$ cat config.mk
export PLATFORM = sky130hd
export DESIGN_NAME = lfsr_rng_arbiter
export DESIGN_NICKNAME = d
export VERILOG_FILES = /design/src/rtl/lfsr_rng_arbiter.sv
export SDC_FILE = /design/constraint.sdc
export NUM_CORES = 1
export LEC_CHECK = 0
export CORE_UTILIZATION = 25
export CTS_BUF_LIST = sky130_fd_sc_hd__clkbuf_2
export DETAILED_ROUTE_END_ITERATION = 6
export PLACE_DENSITY = 0.45
export SLEW_MARGIN = 20
export SYNTH_ARGS = -nofsm -noshare
export SYNTH_HDL_FRONTEND = slang
export SYNTH_SLANG_ARGS = --single-unit
$ cat constraint.sdc
create_clock -name clk -period 2.8 [get_ports clk]
set_input_delay 0.56 -clock clk [delete_from_list [all_inputs] [get_ports clk]]
set_output_delay 0.56 -clock clk [all_outputs]
set_load 0.02 [all_outputs]
$ cat src/rtl/lfsr_rng_arbiter.sv
// ---------------------------------------------------------------------------
// lfsr_rng_arbiter
//   Shares one 32-bit Fibonacci LFSR among N_REQ requesters. A round-robin
//   arbiter picks a requester. The LFSR is then stepped WORD_W times to build
//   a random word. The word is returned together with a one-cycle grant
//   pulse. Seeds can be loaded while the block is idle.
//
// Ports
//   clk       in   1       clock, rising edge
//   rst       in   1       asynchronous, active-high reset
//   seed_load in   1       load seed_val into the LFSR (honoured in IDLE only)
//   seed_val  in   32      new seed; an all-zero value is replaced by SEED
//   req       in   N_REQ   level requests, held until granted
//   gnt       out  N_REQ   one-hot, one-cycle pulse marking rnd_word valid
//   rnd_word  out  WORD_W  last delivered word, registered
//   busy      out  1       high while filling or delivering a word
// ---------------------------------------------------------------------------
module lfsr_rng_arbiter #(
  parameter int          N_REQ  = 4,
  parameter int          WORD_W = 16,
  parameter logic [31:0] SEED   = 32'h974CA351
) (
  input  logic              clk,
  input  logic              rst,
  input  logic              seed_load,
  input  logic [31:0]       seed_val,
  input  logic [N_REQ-1:0]  req,
  output logic [N_REQ-1:0]  gnt,
  output logic [WORD_W-1:0] rnd_word,
  output logic              busy
);

  localparam int IDX_W = (N_REQ > 1) ? $clog2(N_REQ) : 1;
  localparam int CNT_W = $clog2(WORD_W);

  localparam logic [1:0] ST_IDLE    = 2'd0;
  localparam logic [1:0] ST_FILL    = 2'd1;
  localparam logic [1:0] ST_DELIVER = 2'd2;

  // Feedback bit of the x^32+x^31+x^30+x^28+x^26+1 style tap set (bits 31,30,29,27,25,0).
  function automatic logic lfsr_fb(input logic [31:0] s);
    return s[31] ^ s[30] ^ s[29] ^ s[27] ^ s[25] ^ s[0];
  endfunction

  // Requester index k positions after base, wrapping at N_REQ.
  function automatic logic [IDX_W-1:0] rr_idx(input logic [IDX_W-1:0] base, input int k);
    return IDX_W'((int'(base) + k) % N_REQ);
  endfunction

  logic [1:0]        state_r;
  logic [31:0]       lfsr_r;
  logic [WORD_W-1:0] acc_r;
  logic [CNT_W-1:0]  cnt_r;
  logic [IDX_W-1:0]  win_r;
  logic [IDX_W-1:0]  last_r;
  logic [N_REQ-1:0]  gnt_r;
  logic [WORD_W-1:0] rnd_word_r;
  logic              busy_r;

  logic              fb_s;
  logic [IDX_W-1:0]  pick_s;

  // Next LFSR bit from the current state.
  always_comb begin
    fb_s = lfsr_fb(lfsr_r);
  end

  // Round-robin pick: scan from the farthest position back to last+1 so the
  // nearest active requester after the previous winner overwrites the rest.
  always_comb begin
    pick_s = last_r;
    for (int k = N_REQ; k >= 1; k--) begin
      pick_s = req[rr_idx(last_r, k)] ? rr_idx(last_r, k) : pick_s;
    end
  end

  // Control FSM, LFSR, word accumulator and registered outputs.
  always_ff @(posedge clk or posedge rst) begin
    if (rst) begin
      state_r    <= ST_IDLE;
      lfsr_r     <= SEED;
      acc_r      <= {WORD_W{1'b0}};
      cnt_r      <= {CNT_W{1'b0}};
      win_r      <= {IDX_W{1'b0}};
      last_r     <= IDX_W'(N_REQ - 1);
      gnt_r      <= {N_REQ{1'b0}};
      rnd_word_r <= {WORD_W{1'b0}};
      busy_r     <= 1'b0;
    end else begin
      gnt_r <= {N_REQ{1'b0}};
      case (state_r)
        ST_IDLE: begin
          // A seed load takes this cycle; any pending request waits one cycle.
          if (seed_load) begin
            lfsr_r <= (seed_val == 32'h0000_0000) ? SEED : seed_val;
          end else if (|req) begin
            win_r   <= pick_s;
            cnt_r   <= {CNT_W{1'b0}};
            state_r <= ST_FILL;
            busy_r  <= 1'b1;
          end
        end
        ST_FILL: begin
          // First bit produced ends up in the MSB after WORD_W shifts.
          lfsr_r <= {fb_s, lfsr_r[31:1]};
          acc_r  <= {acc_r[WORD_W-2:0], fb_s};
          cnt_r  <= cnt_r + CNT_W'(1);
          if (cnt_r == CNT_W'(WORD_W - 1)) begin
            state_r <= ST_DELIVER;
          end
        end
        ST_DELIVER: begin
          // A withdrawn request forfeits the word; arbitration still advances.
          if (req[win_r]) begin
            gnt_r      <= {{(N_REQ-1){1'b0}}, 1'b1} << win_r;
            rnd_word_r <= acc_r;
          end
          last_r  <= win_r;
          state_r <= ST_IDLE;
          busy_r  <= 1'b0;
        end
        default: begin
          state_r <= ST_IDLE;
          busy_r  <= 1'b0;
        end
      endcase
    end
  end

  assign gnt      = gnt_r;
  assign rnd_word = rnd_word_r;
  assign busy     = busy_r;

endmodule

# After elaboration in Yosys (flattened, before gate mapping)

Cells that the tools add are included.
W data, S select, Z words.

Register bits: 79
Bits in latches: 0
Bits in writable memories: 0
ROM bits: 0
Input bits: 39
Output and inout bits: 21
Logic and storage cells: 73
Memories kept: 0

Add/subtract/negate cells: 5
$mul: 0
Div/mod/pow operators: 0
Magnitude comparators: 5
Eq/ne operators: 7
Shift-type cells: 1
Muxes and demuxes: 29
Bitwise operators: 7
Reduce and logical (&&, ||, !) cells: 10

Operator list:

| kind                  | count |
|---|---|
| $mux W32              | 2 |
| $pmux W32 S2          | 1 |
| $logic_not A32 Y1     | 1 |
| $mux W4               | 4 |
| $lt A2 B3 Y1 const B  | 5 |
| $mux W2               | 7 |
| $reduce_and A3 Y1     | 4 |
| $bmux W1 S2           | 5 |
| $ne A2 B2 Y1 const B  | 4 |
| $pmux W4 S2           | 1 |
| $mux W1               | 7 |
| $xor A1 B1 Y1         | 5 |
| $add A2 B1 Y2 const B | 2 |
| $add A2 B2 Y2 const B | 2 |
| $add A4 B1 Y4 const B | 1 |
| $eq A4 B4 Y1 const B  | 1 |
| $pmux W2 S2           | 1 |
| $reduce_and A2 Y1     | 2 |
| $reduce_or A4 Y1      | 1 |
| $shl A1 B2 Y4 const A | 1 |
| $eq A2 B1 Y1 const B  | 1 |
| $eq A2 B2 Y1 const B  | 1 |
| $logic_not A2 Y1      | 1 |
| $not A1 Y1            | 2 |
| other kinds (2)       | 2 |

# Logic depth before layout (Yosys ltp)

Depth in word-level cells: 7
Gate-level depth with buffers: 7

# Worst setup path before layout

OpenSTA, ideal clock, no wires.

Path type: input to register
From: input port req[3]
To: register rnd_word_r[10] (netlist: rnd_word[10])
Data arrival time: 1.592 ns
Required time: 2.675 ns
Path slack: 1.084 ns
Stages on the path: 4
Cells stage by stage: mux4_2 > nand2b_1 > buf_6 > mux2_2

Cells in the longest elaborated chain, start to end: 3

Ends and longest elaborated chain:

| what                          | RTL line | text |
|---|---|---|
| start, declared               | 27       | `input logic [N_REQ-1:0] req,` |
| $bmux W1 S2                   | 114      | `if (req[win_r]) begin` |
| $mux W1 (not written as such) | 114      |  |
| $reduce_and A2 Y1 (no line)   | n/a      |  |
| end signal, assigned          | 87       | `rnd_word_r <= {WORD_W{1'b0}};` |
| end signal, assigned          | 116      | `rnd_word_r <= acc_r;` |
| end, declared                 | 57       | `logic [WORD_W-1:0] rnd_word_r;` |

No other way between the ends. The select of a mux whose other input is x is not followed.
A chain may end at the register's enable or synchronous reset.

# Final worst setup path

From: register busy_r (netlist: busy)
To: output port busy

RTL lines:

| what                   | RTL line | text |
|---|---|---|
| start, declared        | 58       | `logic busy_r;` |
| start signal, assigned | 88       | `busy_r <= 1'b0;` |
| start signal, assigned | 100      | `busy_r <= 1'b1;` |
| start signal, assigned | 120      | `busy_r <= 1'b0;` |
| end, declared          | 30       | `output logic busy` |

No word-level cell between the ends.

==> impl_results.md <==
- Outcome: finished, final reports clean
- Worst Path Required: 2.24 ns
- # rows: 43
- Startpoint types: flop
- Core Util, Final: 32.3%
- Root Driver: clkbuf_2
- Starting Density: 25.7%
- Most area-consuming cells after synthesis: dfrtp_1 (44%), dfstp_2 (13%), nand2_1 (8.9%), mux2_2 (5.7%), a221o_1 (3.9%)
- Non-Filler Instances: 572
- Crit path DAT: 1.58 ns
- Leak: 2.01 nW
- Die Ht: 121 um
- Avg WL per Cell: 14.5 um
- Final Max Slew Viols: 0
- Vias per cell: 4.68
- Crit end category: output pin
- Register bit total from synthesis: 79
- Nets: 427
- Share of cells above drive strength 1: 16.6%
- Crit path max-delay family: buffers and inverters
- Finished Cell Area: 4480 um^2
- CTS Sinks: 79
- Part of the Yosys area used for sequential elements: 56.1%
- Synth Cell Area: 3560 um^2
- Min Hold Slack: 0.167 ns
- WS Path Type: flop to output pin
- CTS Buf Count: 9
- Max clock buf depth: 2
- GRT Max-Usage Layer: met2
- Antenna violations before repair: 0
- Place WS: 0.415 ns
- Final Critical Period: 2.14 ns
- Synth-to-Final Area Change: 25.8%
- Number of cells produced by synthesis: 329
- Hold Buf Count CTS: 0
- Drt initial violations: 100
- Worst hold path type: input pin to async pin
- CTS clk-pin slew, worst paths: 0.23 ns
- IO buf count: 59
- Worst path cell trace: clkdlybuf4s50_1
- Total power draw: 4.03 mW
- Final setup viols: 0
- Fraction of registers with async set or reset after synthesis: 100%
- RSZ-0062 raised after global routing: false
- Achievable clock frequency: 467 MHz
- N_diodes: 0
- Post-cts sizing count: 0
- Top_reg_cell synth: dfrtp_1
- Global-route wire length before repair: 13900 um
- Area of the multi-input gates: 1440 um^2
- Post-DP HPWL: 5520 um
- Max-cap check violation count: 0
- GRT Resource Usage Total: 12.4%
- Clk_skew: 0.0274 ns
- Post-synth top area cell: dfrtp_1
- Vias in the first global route: 2724
- DR vias: 2677
- Relative slew slack: 36.9%
- # DRC: 0
- Routability cong.: 0.724
- Inst Count DP: 556
- Setup Buffers After CTS: 0
- Synth top area share: 43.6%
- Most frequent cells after synthesis: nand2_1 (84), dfrtp_1 (62), mux2_2 (18), a22oi_1 (17), dfstp_2 (17)
- Register area: 2000 um^2
- Final worst-path cycle share: 76.4%
- Post-Syn Area per Cell: 10.8 um^2
- Total iterations of the first detailed-routing run: 4
- Area after DPL: 4350 um^2
- Worst path slowest cell: clkdlybuf4s50_1
- H-tree depth: 3
- Met1 Track Usage GR: 16.2%
- Core footprint: 13900 um^2
- Setup ws final: 0.661 ns
- I/O pin count: 60
- Slowest stage delay, CP: 0.61 ns
- Largest net degree at the start of global routing: 41
- Maximum vdd drop: 0.261 mV
- Clk Latency, worst-skew pair: 0.56 ns
- Die area: 14700 um^2
- Power per cell area: 899 nW/um^2
- Synth cell types: 39
- Buf/Inv on CP: 1
- Met2 usage: 19.3%
- Fillers: 1448
- Most common cell in the netlist: nand2_1
- Antenna-violating nets left: 0
- Met3 track demand over resource: 2.73%
- Number of failing hold endpoints at the final stage: 0
- Total routed wirelength: 8310 um
- Number of flops mapped to enable cells by yosys: 0
- Worst-Margin Slew: 0.946 ns
- Overflow after GRT: 0
- Die Width: 121 um
- CP max FO: 2
- YS warnings: 0
- Syn nets: 369
- CTS tree: yes
- Setup tns final: 0 ns
==> layout make-up <==
class	instances	area share [%]
sequential	79	44.6
multi-input combinational	225	32.1
timing repair buffer	68	15.0
tap	180	5.03
clock inverter	7	1.95
clock buffer	9	1.01
inverter	4	0.363
==> cell usage in the layout, fill, tap and decap left out, types with 3 or more instances in the layout <==
cell type and n:
mux2_2 18, a221o_1 14, buf_4 8, inv_1 3
clkbuf_2 9, o21ai_0 6, dfstp_2 17, nor2_1 11
o21bai_1 14, clkdlybuf4s50_1 59, nand2_1 84, a22oi_1 17
dfrtp_1 62, and3_1 15, xnor2_1 4, nor4_1 10
nand2b_1 3
==> flip-flops by register name (all words and copies together), names as in the netlist <==
register / cells
lfsr_r: 32
acc_r: 16
rnd_word: 16
cnt_r: 4
gnt: 4
last_r: 2
state_r: 2
win_r: 2
busy: 1
==> path summary, 6_finish.rpt <==
path / startpoint / to / slack, ns / cells after the start
min reg2reg: acc_r[7] / acc_r[8] / 0.51 / 2
max: busy / busy / 0.66 / 1
min: rst / lfsr_r[10] / 0.17 / 2
min in group clk: acc_r[7] / acc_r[8] / 0.51 / 2
max in group asynchronous: rst / rnd_word[13] / 1.94 / 3
max reg2reg: state_r[1] / lfsr_r[13] / 0.82 / 3
==> where the power goes <==
group          switching [mW]  internal, mW  total, mW
clock network           0.412         0.287      0.699
logic                   0.663         0.701       1.36
registers               0.313          1.65       1.97
==> per-layer routing <==
metal | wire length (um) | vias up
met5 | 0 | -
met2 | 3860 | 62
met4 | 167 | 0
li1 | - | 1290
met1 | 3960 | 1310
met3 | 321 | 15
==> cells by family after synthesis <==
family | Yosys count | synth area share, %
compound gates | 63 | 13.8
xor+xnor | 5 | 1.62
fa+ha+maj | 1 | 0.351
buf+inv | 25 | 3.93
flops | 79 | 56.1
mux | 21 | 6.92
simple gates | 135 | 17.3
Power figures use the tool's default switching activity.
